$ cat config.mk
export PLATFORM = sky130hd
export DESIGN_NAME = bp_table_ctrl
export DESIGN_NICKNAME = d
export VERILOG_FILES = /design/src/rtl/bp_table_ctrl_pkg.sv /design/src/rtl/bp_table_ctrl_upd_fifo.sv /design/src/rtl/bp_table_ctrl.sv
export SDC_FILE = /design/constraint.sdc
export NUM_CORES = 1
export LEC_CHECK = 0
export BUFFER_PORTS_ARGS = -buffer_cell sky130_fd_sc_hd__buf_2
export CAP_MARGIN = 40
export CORE_MARGIN = 4
export CORE_UTILIZATION = 50
export DETAILED_ROUTE_END_ITERATION = 8
export PLACE_DENSITY = 0.75
export SYNTH_ARGS = -nofsm -noshare
export SYNTH_HDL_FRONTEND = slang
export SYNTH_SLANG_ARGS = --single-unit
export TNS_END_PERCENT = 10
$ cat constraint.sdc
create_clock -name CLK -period 6.7 [get_ports CLK]
set_input_delay 1.005 -clock CLK [delete_from_list [all_inputs] [get_ports CLK]]
set_output_delay 1.005 -clock CLK [all_outputs]
set_load 0.02 [all_outputs]
$ cat src/rtl/bp_table_ctrl_pkg.sv
// Shared types for the branch predictor table controller: entry layout, FSM states,
// queued update record and 2-bit counter helpers.
package bp_table_ctrl_pkg;

  localparam int ADDR_W   = 64;
  localparam int BP_TAG_W = 8;

  typedef logic [ADDR_W-1:0] addr_t;

  localparam logic [1:0] CTR_WEAK_T = 2'b10;
  localparam logic [1:0] CTR_MAX    = 2'b11;

  typedef struct packed {
    logic                valid;
    logic [BP_TAG_W-1:0] tag;
    addr_t               target;
    logic [1:0]          ctr;
  } bp_entry_t;

  typedef enum logic [1:0] {INIT, IDLE, UPD_RD, UPD_WR} bp_state_t;

  typedef struct packed {
    addr_t pc;
    logic  taken;
    addr_t target;
  } bp_upd_t;

  // Saturating step toward the resolved outcome.
  function automatic logic [1:0] ctr_step(input logic [1:0] ctr, input logic taken);
    if (taken) return (ctr == CTR_MAX) ? CTR_MAX : ctr + 2'd1;
    return (ctr == 2'b00) ? 2'b00 : ctr - 2'd1;
  endfunction

endpackage

$ cat src/rtl/bp_table_ctrl_upd_fifo.sv
// Resolved-branch update queue; wrap-bit pointers distinguish full from empty.
// Head entry is read combinationally; push while full is prevented by the caller.
module bp_table_ctrl_upd_fifo
  import bp_table_ctrl_pkg::*;
#(
  parameter int QDEPTH = 4
) (
  input  logic    clk_i,
  input  logic    clr_i,
  input  logic    push_i,
  input  logic    pop_i,
  input  bp_upd_t wdata_i,
  output bp_upd_t rdata_o,
  output logic    full_o,
  output logic    empty_o
);

  localparam int PW = $clog2(QDEPTH);

  bp_upd_t     mem_q [QDEPTH];
  logic [PW:0] wptr_q;
  logic [PW:0] rptr_q;

  assign empty_o = (wptr_q == rptr_q);
  assign full_o  = (wptr_q[PW] != rptr_q[PW]) && (wptr_q[PW-1:0] == rptr_q[PW-1:0]);
  assign rdata_o = mem_q[rptr_q[PW-1:0]];

  always_ff @(posedge clk_i) begin
    if (clr_i) begin
      wptr_q <= '0;
      rptr_q <= '0;
    end else begin
      if (push_i) begin
        mem_q[wptr_q[PW-1:0]] <= wdata_i;
        wptr_q                <= wptr_q + (PW+1)'(1);
      end
      if (pop_i) rptr_q <= rptr_q + (PW+1)'(1);
    end
  end

endmodule

$ cat src/rtl/bp_table_ctrl.sv
// Sequences the single-ported predictor SRAM: clear after reset, fetch lookups, queued RMW updates.
// Optional BP_FLUSH_EN adds a flush input that behaves like reset.
module bp_table_ctrl
  import bp_table_ctrl_pkg::*;
#(
  parameter int ENTRIES    = 64,
  parameter int TAG_W      = BP_TAG_W,
  parameter int QDEPTH     = 4,
  parameter int STARVE_MAX = 8
) (
  input  logic                       CLK,
  input  logic                       reset,
`ifdef BP_FLUSH_EN
  input  logic                       flush,
`endif
  input  logic                       lk_valid,
  input  addr_t                      lk_pc,
  output logic                       lk_stall,
  output logic                       pred_valid,
  output logic                       pred_taken,
  output addr_t                      target,
  input  logic                       upd_valid,
  input  addr_t                      upd_pc,
  input  logic                       upd_taken,
  input  addr_t                      upd_target,
  output logic                       upd_ready,
  output logic                       tbl_en,
  output logic                       tbl_we,
  output logic [$clog2(ENTRIES)-1:0] tbl_idx,
  output bp_entry_t                  tbl_wdata,
  input  bp_entry_t                  tbl_rdata
);

  localparam int IDX_W = $clog2(ENTRIES);
  localparam int SW    = $clog2(STARVE_MAX + 1);
  localparam int LO    = IDX_W + 2;

  logic clr;
`ifdef BP_FLUSH_EN
  assign clr = reset | flush;
`else
  assign clr = reset;
`endif

  bp_state_t        state_q;
  logic [IDX_W-1:0] init_q;
  logic [SW-1:0]    starve_q;
  bp_entry_t        rd_ent_q;
  logic             lk_pend_q;
  logic [TAG_W-1:0] lk_tag_q;

  bp_upd_t          head;
  bp_upd_t          upd_in;
  logic             q_full, q_empty, q_push, q_pop;
  logic [IDX_W-1:0] lk_idx, head_idx;
  logic [TAG_W-1:0] lk_tag, head_tag;
  logic             starved, lk_acc, denied, lk_hit, upd_hit, need_wr;
  bp_entry_t        wr_ent;
  logic             unused_pc;

  assign lk_idx    = lk_pc[LO-1:2];
  assign lk_tag    = lk_pc[LO +: TAG_W];
  assign head_idx  = head.pc[LO-1:2];
  assign head_tag  = head.pc[LO +: TAG_W];
  assign unused_pc = ^{lk_pc[ADDR_W-1:LO+TAG_W], lk_pc[1:0],
                       head.pc[ADDR_W-1:LO+TAG_W], head.pc[1:0]};

  // Once an update has been deferred STARVE_MAX times, fetch is held off until its RMW pops.
  assign starved   = (starve_q >= SW'(STARVE_MAX));
  assign lk_stall  = clr | (state_q == INIT) | starved;
  assign lk_acc    = lk_valid & ~lk_stall;
  assign q_pop     = ~clr & (state_q == UPD_WR) & ~lk_acc;
  assign upd_ready = ~clr & (~q_full | q_pop);
  assign q_push    = upd_valid & upd_ready;
  assign denied    = lk_acc & (((state_q == IDLE) & ~q_empty) | (state_q == UPD_WR));
  assign upd_in    = '{pc: upd_pc, taken: upd_taken, target: upd_target};

  bp_table_ctrl_upd_fifo #(.QDEPTH(QDEPTH)) u_fifo (
    .clk_i   (CLK),
    .clr_i   (clr),
    .push_i  (q_push),
    .pop_i   (q_pop),
    .wdata_i (upd_in),
    .rdata_o (head),
    .full_o  (q_full),
    .empty_o (q_empty)
  );

  assign lk_hit     = tbl_rdata.valid & (tbl_rdata.tag == lk_tag_q);
  assign pred_valid = lk_pend_q;
  assign pred_taken = lk_pend_q & lk_hit & tbl_rdata.ctr[1];
  assign target     = (lk_pend_q & lk_hit) ? tbl_rdata.target : '0;

  always_comb begin
    wr_ent  = rd_ent_q;
    upd_hit = rd_ent_q.valid & (rd_ent_q.tag == head_tag);
    if (upd_hit) begin
      wr_ent.ctr = ctr_step(rd_ent_q.ctr, head.taken);
      if (head.taken) wr_ent.target = head.target;
    end else begin
      wr_ent.valid  = 1'b1;
      wr_ent.tag    = head_tag;
      wr_ent.target = head.target;
      wr_ent.ctr    = CTR_WEAK_T;
    end
    // A not-taken miss leaves the entry alone.
    need_wr = upd_hit | head.taken;
  end

  always_comb begin
    tbl_en    = 1'b0;
    tbl_we    = 1'b0;
    tbl_idx   = '0;
    tbl_wdata = '0;
    if (!clr) begin
      case (state_q)
        INIT: begin
          tbl_en  = 1'b1;
          tbl_we  = 1'b1;
          tbl_idx = init_q;
        end
        IDLE: begin
          if (lk_acc) begin
            tbl_en  = 1'b1;
            tbl_idx = lk_idx;
          end else if (!q_empty) begin
            tbl_en  = 1'b1;
            tbl_idx = head_idx;
          end
        end
        UPD_RD: begin
          if (lk_acc) begin
            tbl_en  = 1'b1;
            tbl_idx = lk_idx;
          end
        end
        UPD_WR: begin
          if (lk_acc) begin
            tbl_en  = 1'b1;
            tbl_idx = lk_idx;
          end else if (need_wr) begin
            tbl_en    = 1'b1;
            tbl_we    = 1'b1;
            tbl_idx   = head_idx;
            tbl_wdata = wr_ent;
          end
        end
        default: ;
      endcase
    end
  end

  always_ff @(posedge CLK) begin
    if (clr) begin
      state_q   <= INIT;
      init_q    <= '0;
      starve_q  <= '0;
      rd_ent_q  <= '0;
      lk_pend_q <= 1'b0;
      lk_tag_q  <= '0;
    end else begin
      lk_pend_q <= lk_acc;
      lk_tag_q  <= lk_tag;
      if (q_pop) starve_q <= '0;
      else if (denied) starve_q <= starve_q + SW'(1);
      case (state_q)
        INIT: begin
          init_q <= init_q + IDX_W'(1);
          if (init_q == IDX_W'(ENTRIES - 1)) state_q <= IDLE;
        end
        IDLE:    if (!lk_acc && !q_empty) state_q <= UPD_RD;
        UPD_RD: begin
          rd_ent_q <= tbl_rdata;
          state_q  <= UPD_WR;
        end
        UPD_WR:  if (q_pop) state_q <= IDLE;
        default: state_q <= INIT;
      endcase
    end
  end

endmodule

==> reports/metrics.yaml, run 1 <==
critical_path:
  critical_path.max_fanout: 51
  max_stage_delay_ns: 0.84
  startpoint_type: "register"
  crit_slowest_cell: "dfxtp_4"
  arrival_ns: 4.43
  worst_ep_required_time_ns: 5.69
  path_delay_family: "flip-flops"
  endpoint_kind: "primary output"
  worstSetupPathType: "reg -> out"
  worst-path-buf-inv: 2
  crit_chain: "mux4_2 > xnor2_1 > nand2_1 > o41ai_4 > nand2_4 > buf_4 > a21oi_2 > buf_2"
route:
  vias_per_cell: 5.36
  route.detailed.drc: 0
  first_iter_violations: 626
  antenna_left: 0
  wl_per_cell_um: 20.1
  dr_total_vias: 10700
  firstDrtPassIters: 5
  routed_wl_um: 40100
logic_synthesis:
  synth_fa_ha_area_share_pct: 1.01
  syn_inst: 1182
  synth.area.mux_share_pct: 14.8
  synth_xor_area_share_pct: 1.41
  async_reset_ff_share_pct: 0
  yosys.area_share.simple_pct: 9.52
  synth_edf_count: 316
  ys_seq_area_share_pct: 66.6
  synth-seq-cells: 420
  ys.flop_type: "edfxtp_1"
  synth-compound-area-share_pct: 4.52
  synth_nets: 1468
  synth_area_per_cell_sq_um: 14.7
  netlist_area_sq_um: 17400
  synth_top_family_by_area: "multiplexers"
  synth.distinct_cells: 46
  yosysWarnings: 0
run:
  maxCapViolCount: 0
grt:
  grt.total_usage_pct: 20.7
  grt_remaining_overflow: 0
  first_global_vias: 11000
  grt_max_degree: 66
  antenna_found_initial: 12
  grt_first_pass_wirelength_um: 62100
die:
  start_util_pct: 50.4
  core-area_sq_um: 34500
  rows: 68
  die_w_um: 194
  die-area_sq_um: 37800
  die_h_um: 194
  pin_count: 423
cells_and_area:
  drive_above_1_share_pct: 35.1
  areaGrowthSynthToFinish_pct: 20.6
  final_nets: 1785
  final_core_util_pct: 60.8
cts:
  cts.sinks: 420
  clockBufferDepth: 3
  postCtsSetupBuffers: 0
  cts_tree: "done"
  postCtsHoldBufs: 0
  htreeDepth: 2
  postCtsResizedCells: 0
  worstSkewPairLatency_ns: 0.53
  cts-root-buf: "clkbuf_16"
  cts_buffers: 42
  clk_pin_slew_ns: 0.06
sta:
  slew_headroom_pct: 40.8
  hold_violations: 0
  setup_tns_ns: 0
  slew_violations: 0
  min_period_over_period_pct: 81.1
  period_needed_ns: 5.43
  setup_viol: 0
  rsz0062_at_grt: "false"
  tightest_slew_ns: 0.888
  clock_skew_ns: 0.0196
  fmax_mhz: 184
placement:
  routabilityCongestion: 0.811
  dpl.hpwl_um: 26400
  port_buffers: 322
pwr:
  vdd_drop_max_v: 0.000188
  leakage_nw: 7.58
  power_per_cell_area_nw_per_um2: 268
worst_hold_path:
  worstHoldPathType: "reg -> reg"
outcome:
  outcome: "finished, final reports clean"
-- cells in the final DEF (no fill, tap or decap), types with 3 or more instances in the layout --
| cell | instances |
|---|---|
| buf_4 | 18 |
| o21ai_0 | 9 |
| diode_2 | 5 |
| and2_1 | 65 |
| nand4_1 | 5 |
| and2_4 | 4 |
| and3_1 | 8 |
| buf_2 | 322 |
| nand3_1 | 9 |
| ha_1 | 13 |
| clkinv_1 | 4 |
| a211oi_1 | 4 |
| mux2_2 | 3 |
| edfxtp_1 | 316 |
| nor3_1 | 5 |
| clkbuf_8 | 4 |
| dfxtp_1 | 102 |
| nand2_1 | 143 |
| mux2i_1 | 80 |
| bufinv_16 | 4 |
| nor2_1 | 100 |
| inv_1 | 13 |
| clkinv_2 | 5 |
| mux4_2 | 77 |
| a21oi_1 | 37 |
| buf_16 | 5 |
| xor2_1 | 6 |
| nor2b_1 | 13 |
| clkbuf_16 | 43 |
| clkbuf_1 | 15 |
| a31oi_1 | 3 |
| xnor2_1 | 22 |
| a21oi_2 | 39 |
-- worst paths after layout --
| check | from | end | slack, ns | cells past startpoint |
|---|---|---|---|---|
| max | register | tbl_wdata[28] | 1.27 | 8 |
| min | rd_ent_q[8] | rd_ent_q[8] | 0.49 | 2 |
| max reg2reg | state_q[0] | u_fifo.mem_q[2][52] | 2.40 | 9 |
| min reg2reg | rd_ent_q[8] | rd_ent_q[8] | 0.49 | 2 |
-- layer usage --
metal	vias up	track usage [%]	wire [um]
met3	75	4.77	2240
met5	-	0	107
met2	287	35.1	20000
met1	5313	27.6	16900
li1	4992	-	-
met4	14	5.13	886
-- Yosys cell counts, drive strengths merged (8+ instances only) --
master | instances | area (sq um)
edfxtp | 316 | 9490
nand2 | 144 | 543
dfxtp | 104 | 2080
nor2 | 100 | 375
mux2i | 80 | 801
mux4 | 77 | 1730
a21oi | 76 | 527
and2 | 69 | 432
clkbuf | 51 | 191
buf | 23 | 141
xnor2 | 22 | 193
ha | 14 | 175
inv | 13 | 48.8
nor2b | 13 | 81.3
o21ai | 10 | 50.1
nand3 | 9 | 45.0
and3 | 8 | 50.1
-- sequential cells by signal, indices dropped and copies added (netlist names), named ones only --
| register | flops |
|---|---|
| u_fifo.mem_q | 316 |
| rd_ent_q | 75 |
| lk_tag_q | 8 |
| init_q | 6 |
| starve_q | 4 |
| u_fifo.rptr_q | 3 |
| u_fifo.wptr_q | 3 |
| state_q | 2 |
| pred_valid | 1 |
-- cell families (layout without fill, tap and decap cells) --
| kind of cell | Yosys count | after routing |
|---|---|---|
| xor gates and xnor gates | 28 | 28 |
| other | 0 | 5 |
| muxes | 160 | 160 |
| adders and majority gates | 14 | 14 |
| AOI/OAI and AO/OA | 110 | 110 |
| DFF | 420 | 420 |
| buffers and inverters | 87 | 437 |
| and+or+nand+nor | 363 | 363 |
-- tightest hold or removal path, stage by stage (launching register included) --
cell and delay (ns):
dfxtp_1 0.32, mux2i_1 0.07, nor2_1 0.07
-- metrics by stage --
step | hold slack, ns | power (W) | worst slack, ns | instance area, sq um | instances
6_report | 0.492 | 0.00561 | 1.27 | 21000 | 1992
5_1_grt | 0.521 | 0.00582 | 0.977 | 21000 | 1992
4_1_cts | 0.497 | 0.00566 | 1.18 | 20900 | 1986
3_5_place_dp | 0.481 | 0.00335 | 1.76 | 19600 | 1909
3_3_place_gp | 0.473 | 0.00332 | 1.60 | 19400 | 1901
2_1_floorplan | 0.460 | 0.00318 | 2.16 | 17400 | 1182
-- cell type report --
type | instances | area (sq um)
Clock inverter | 15 | 178
Sequential cell | 420 | 11600
Fill cell | 2676 | 13500
Clock buffer | 62 | 1190
Multi-Input combinational cell | 675 | 5480
Tap cell | 455 | 569
Inverter | 13 | 48.8
Antenna cell | 5 | 12.5
Timing Repair Buffer | 347 | 1910
-- power breakdown --
group	switching, W	internal, W
logic	0.000235	0.000158
clock network	0.000940	0.00138
registers	0.0000276	0.00287
total	0.00120	0.00441
(Power assumes the default switching activity.)
==> run 2: changes to the inputs <==
ABC_AREA = 1   (was default)
CORE_UTILIZATION = 49   (was 50)
PLACE_DENSITY = 0.77   (was 0.75)
clock period = 4.54 ns   (was 6.7 ns; I/O delays follow)
==> run 2 against run 1 <==
Sequential share of layout area decreased by 0.53 points. Largest power group unchanged. Clock-buffer cell count shrank 1. Final cell count up 24%. Critical path type unchanged. Critical path depth up 3. Global-route usage grew 3.1 points. Sequential cell count did not move. Register-to-register slack worse by 1.4 ns. Clock skew fell by 0.0015 ns. Worst setup slack lost 0.96 ns. Total power up 80%. Highest routed layer unchanged. Area after synthesis is 1.4% higher.
==> reports/metrics.yaml, run 2 <==
outcome:
  outcome: "finished, final reports clean"
die:
  die_w_um: 198
  die-area_sq_um: 39100
  core-area_sq_um: 35600
  pin_count: 423
  rows: 69
  start_util_pct: 49.6
  die_h_um: 198
critical_path:
  endpoint_kind: "primary output"
  crit_chain: "inv_1 > ha_2 > inv_1 > nand4_1 > nand2_1 > inv_2 > nand2_2 > inv_1 > nand2_4 > a211oi_2 > buf_2"
  worst_ep_required_time_ns: 3.86
  max_stage_delay_ns: 0.39
  critical_path.max_fanout: 32
  startpoint_type: "register"
  crit_top_cell: "inv_1"
  arrival_ns: 3.55
  rr_worst_depth: 11
  crit_slowest_cell: "ha_2"
  worstSetupPathType: "reg -> out"
cts:
  postCtsResizedCells: 0
  cts-root-buf: "clkbuf_16"
  cts_buffers: 45
  htreeDepth: 2
  cts.sinks: 420
  clk_pin_slew_ns: 0.06
  clockBufferDepth: 3
  worstSkewPairLatency_ns: 0.57
  postCtsSetupBuffers: 0
  cts_tree: "done"
  postCtsHoldBufs: 0
grt:
  grt.total_usage_pct: 23.9
  grt_remaining_overflow: 0
  first_global_vias: 13400
  grt_max_degree: 90
  antenna_found_initial: 14
  grt_first_pass_wirelength_um: 72900
sta:
  setup_tns_ns: 0
  min_period_over_period_pct: 93.1
  period_needed_ns: 4.23
  clock_skew_ns: 0.0181
  slew_violations: 0
  fmax_mhz: 237
  hold_violations: 0
  tightest_slew_ns: 0.861
  rsz0062_at_grt: "false"
  setup_viol: 0
  slew_headroom_pct: 42.6
route:
  vias_per_cell: 5.52
  routed_wl_um: 48000
  dr_total_vias: 13700
  firstDrtPassIters: 7
  route.detailed.drc: 0
  wl_per_cell_um: 19.4
  antenna_left: 0
  first_iter_violations: 1014
run:
  maxCapViolCount: 0
logic_synthesis:
  synth.distinct_cells: 39
  yosysWarnings: 0
  synthTopCellsByCount: "nand2_1 (334), edfxtp_1 (316), a21oi_1 (206)"
  synth.top_cell.area_share_pct: 53.8
  synth_edf_count: 316
  synth-seq-cells: 420
  ys.flop_type: "edfxtp_1"
  ys_seq_area_share_pct: 65.6
  synth_top_area_cell: "edfxtp_1"
  async_reset_ff_share_pct: 0
  synth_area_leaders: "edfxtp_1 (54%), dfxtp_1 (12%), nand2_1 (7.1%)"
  syn_inst: 1697
  netlist_area_sq_um: 17600
  synth_area_per_cell_sq_um: 10.4
  synth_nets: 1983
  synth.most_common_cell: "nand2_1"
cells_and_area:
  final_cell_area_sq_um: 21200
  final_common_cell: "nand2_1"
  final_core_util_pct: 59.5
  drive_above_1_share_pct: 22.4
  final_cell_mix: "nand2_1 (332), buf_2 (322), edfxtp_1 (316)"
  final_nets: 2263
  largest_register_ffs: 316
  areaGrowthSynthToFinish_pct: 20.1
placement:
  place_area_sq_um: 19600
  routabilityCongestion: 0.893
  port_buffers: 322
  dpl.hpwl_um: 30900
pwr:
  vdd_drop_max_v: 0.000380
  power_per_cell_area_nw_per_um2: 476
  leakage_nw: 8.87
worst_hold_path:
  hold_depth: 1
  worstHoldPathType: "in -> reg"
-- run 2: changes by cell type in the layout (fill, tap and decap cells not counted), moves of 37 or more --
cell,delta
and2_1,-65
o21ai_0,+94
inv_1,+103
mux4_2,-77
mux2i_1,-80
nor2_1,+37
a21oi_1,+169
nand2_1,+189
nand3_1,+146
a21oi_2,-39
-- run 2: cell type report --
class	instances	area (sq um)
clock buffers	61	1250
fillers	2882	14400
well taps	461	577
multi-input cells	1042	5140
repair buffers	344	1850
diodes	6	15.0
clock inverters	22	287
inverters	124	474
flip-flops and latches	420	11600
-- run 2: path summary, 6_finish.rpt --
path / startpoint / to / slack (ns)
worst max-delay path: state_q[0] / tbl_wdata[43] / 0.31
worst min register to register: u_fifo.rptr_q[2] / u_fifo.rptr_q[2] / 0.47
worst max register to register: state_q[0] / u_fifo.mem_q[2][55] / 1.02
worst min-delay path: upd_target[19] / u_fifo.mem_q[3][19] / 0.33
-- run 2: stage by stage --
| step | worst slack (ns) | hold slack [ns] | total power (W) | cells |
|---|---|---|---|---|
| after floorplan | -1.22 | 0.434 | 0.00581 | 1697 |
| after global placement | 0.728 | 0.456 | 0.00631 | 2390 |
| after detailed placement | 0.650 | 0.465 | 0.00637 | 2391 |
| after CTS | 0.0843 | 0.296 | 0.0101 | 2474 |
| after global routing | 0.0269 | 0.295 | 0.0105 | 2475 |
| final | 0.313 | 0.326 | 0.0101 | 2480 |
-- run 2: routing by layer --
metal / up-vias / part of all wire, % / GRT usage [%]
li1: 6461 / - / -
met1: 6498 / 39 / 29.8
met2: 591 / 48 / 39.3
met3: 127 / 9.0 / 7.15
met4: 16 / 4.0 / 9.18
met5: - / 0.20 / 0
-- run 2: power breakdown --
group / switching, W / internal [W]
clock network: 0.00148 / 0.00228
registers: 0.000177 / 0.00446
logic: 0.00116 / 0.000514
total: 0.00282 / 0.00726
-- run 2: logic make-up (layout without fill, tap and decap cells) --
family | after synthesis | after routing | synth area share (%)
DFF | 420 | 420 | 65.6
adders and majority gates | 14 | 14 | 0.994
other | 0 | 6 | 0
buffers and inverters | 235 | 551 | 5.44
AOI/OAI and AO/OA | 377 | 377 | 12.5
and+or+nand+nor | 643 | 643 | 15.0
xor gates and xnor gates | 8 | 8 | 0.397
-- run 2: critical path: cells and delay by family (launching register included) --
family | cells | cell delay (ns)
compound gates | 1 | 0.34
fa+ha+maj | 1 | 0.39
flops | 1 | 0.33
buf+inv | 5 | 0.98
simple gates | 4 | 0.89
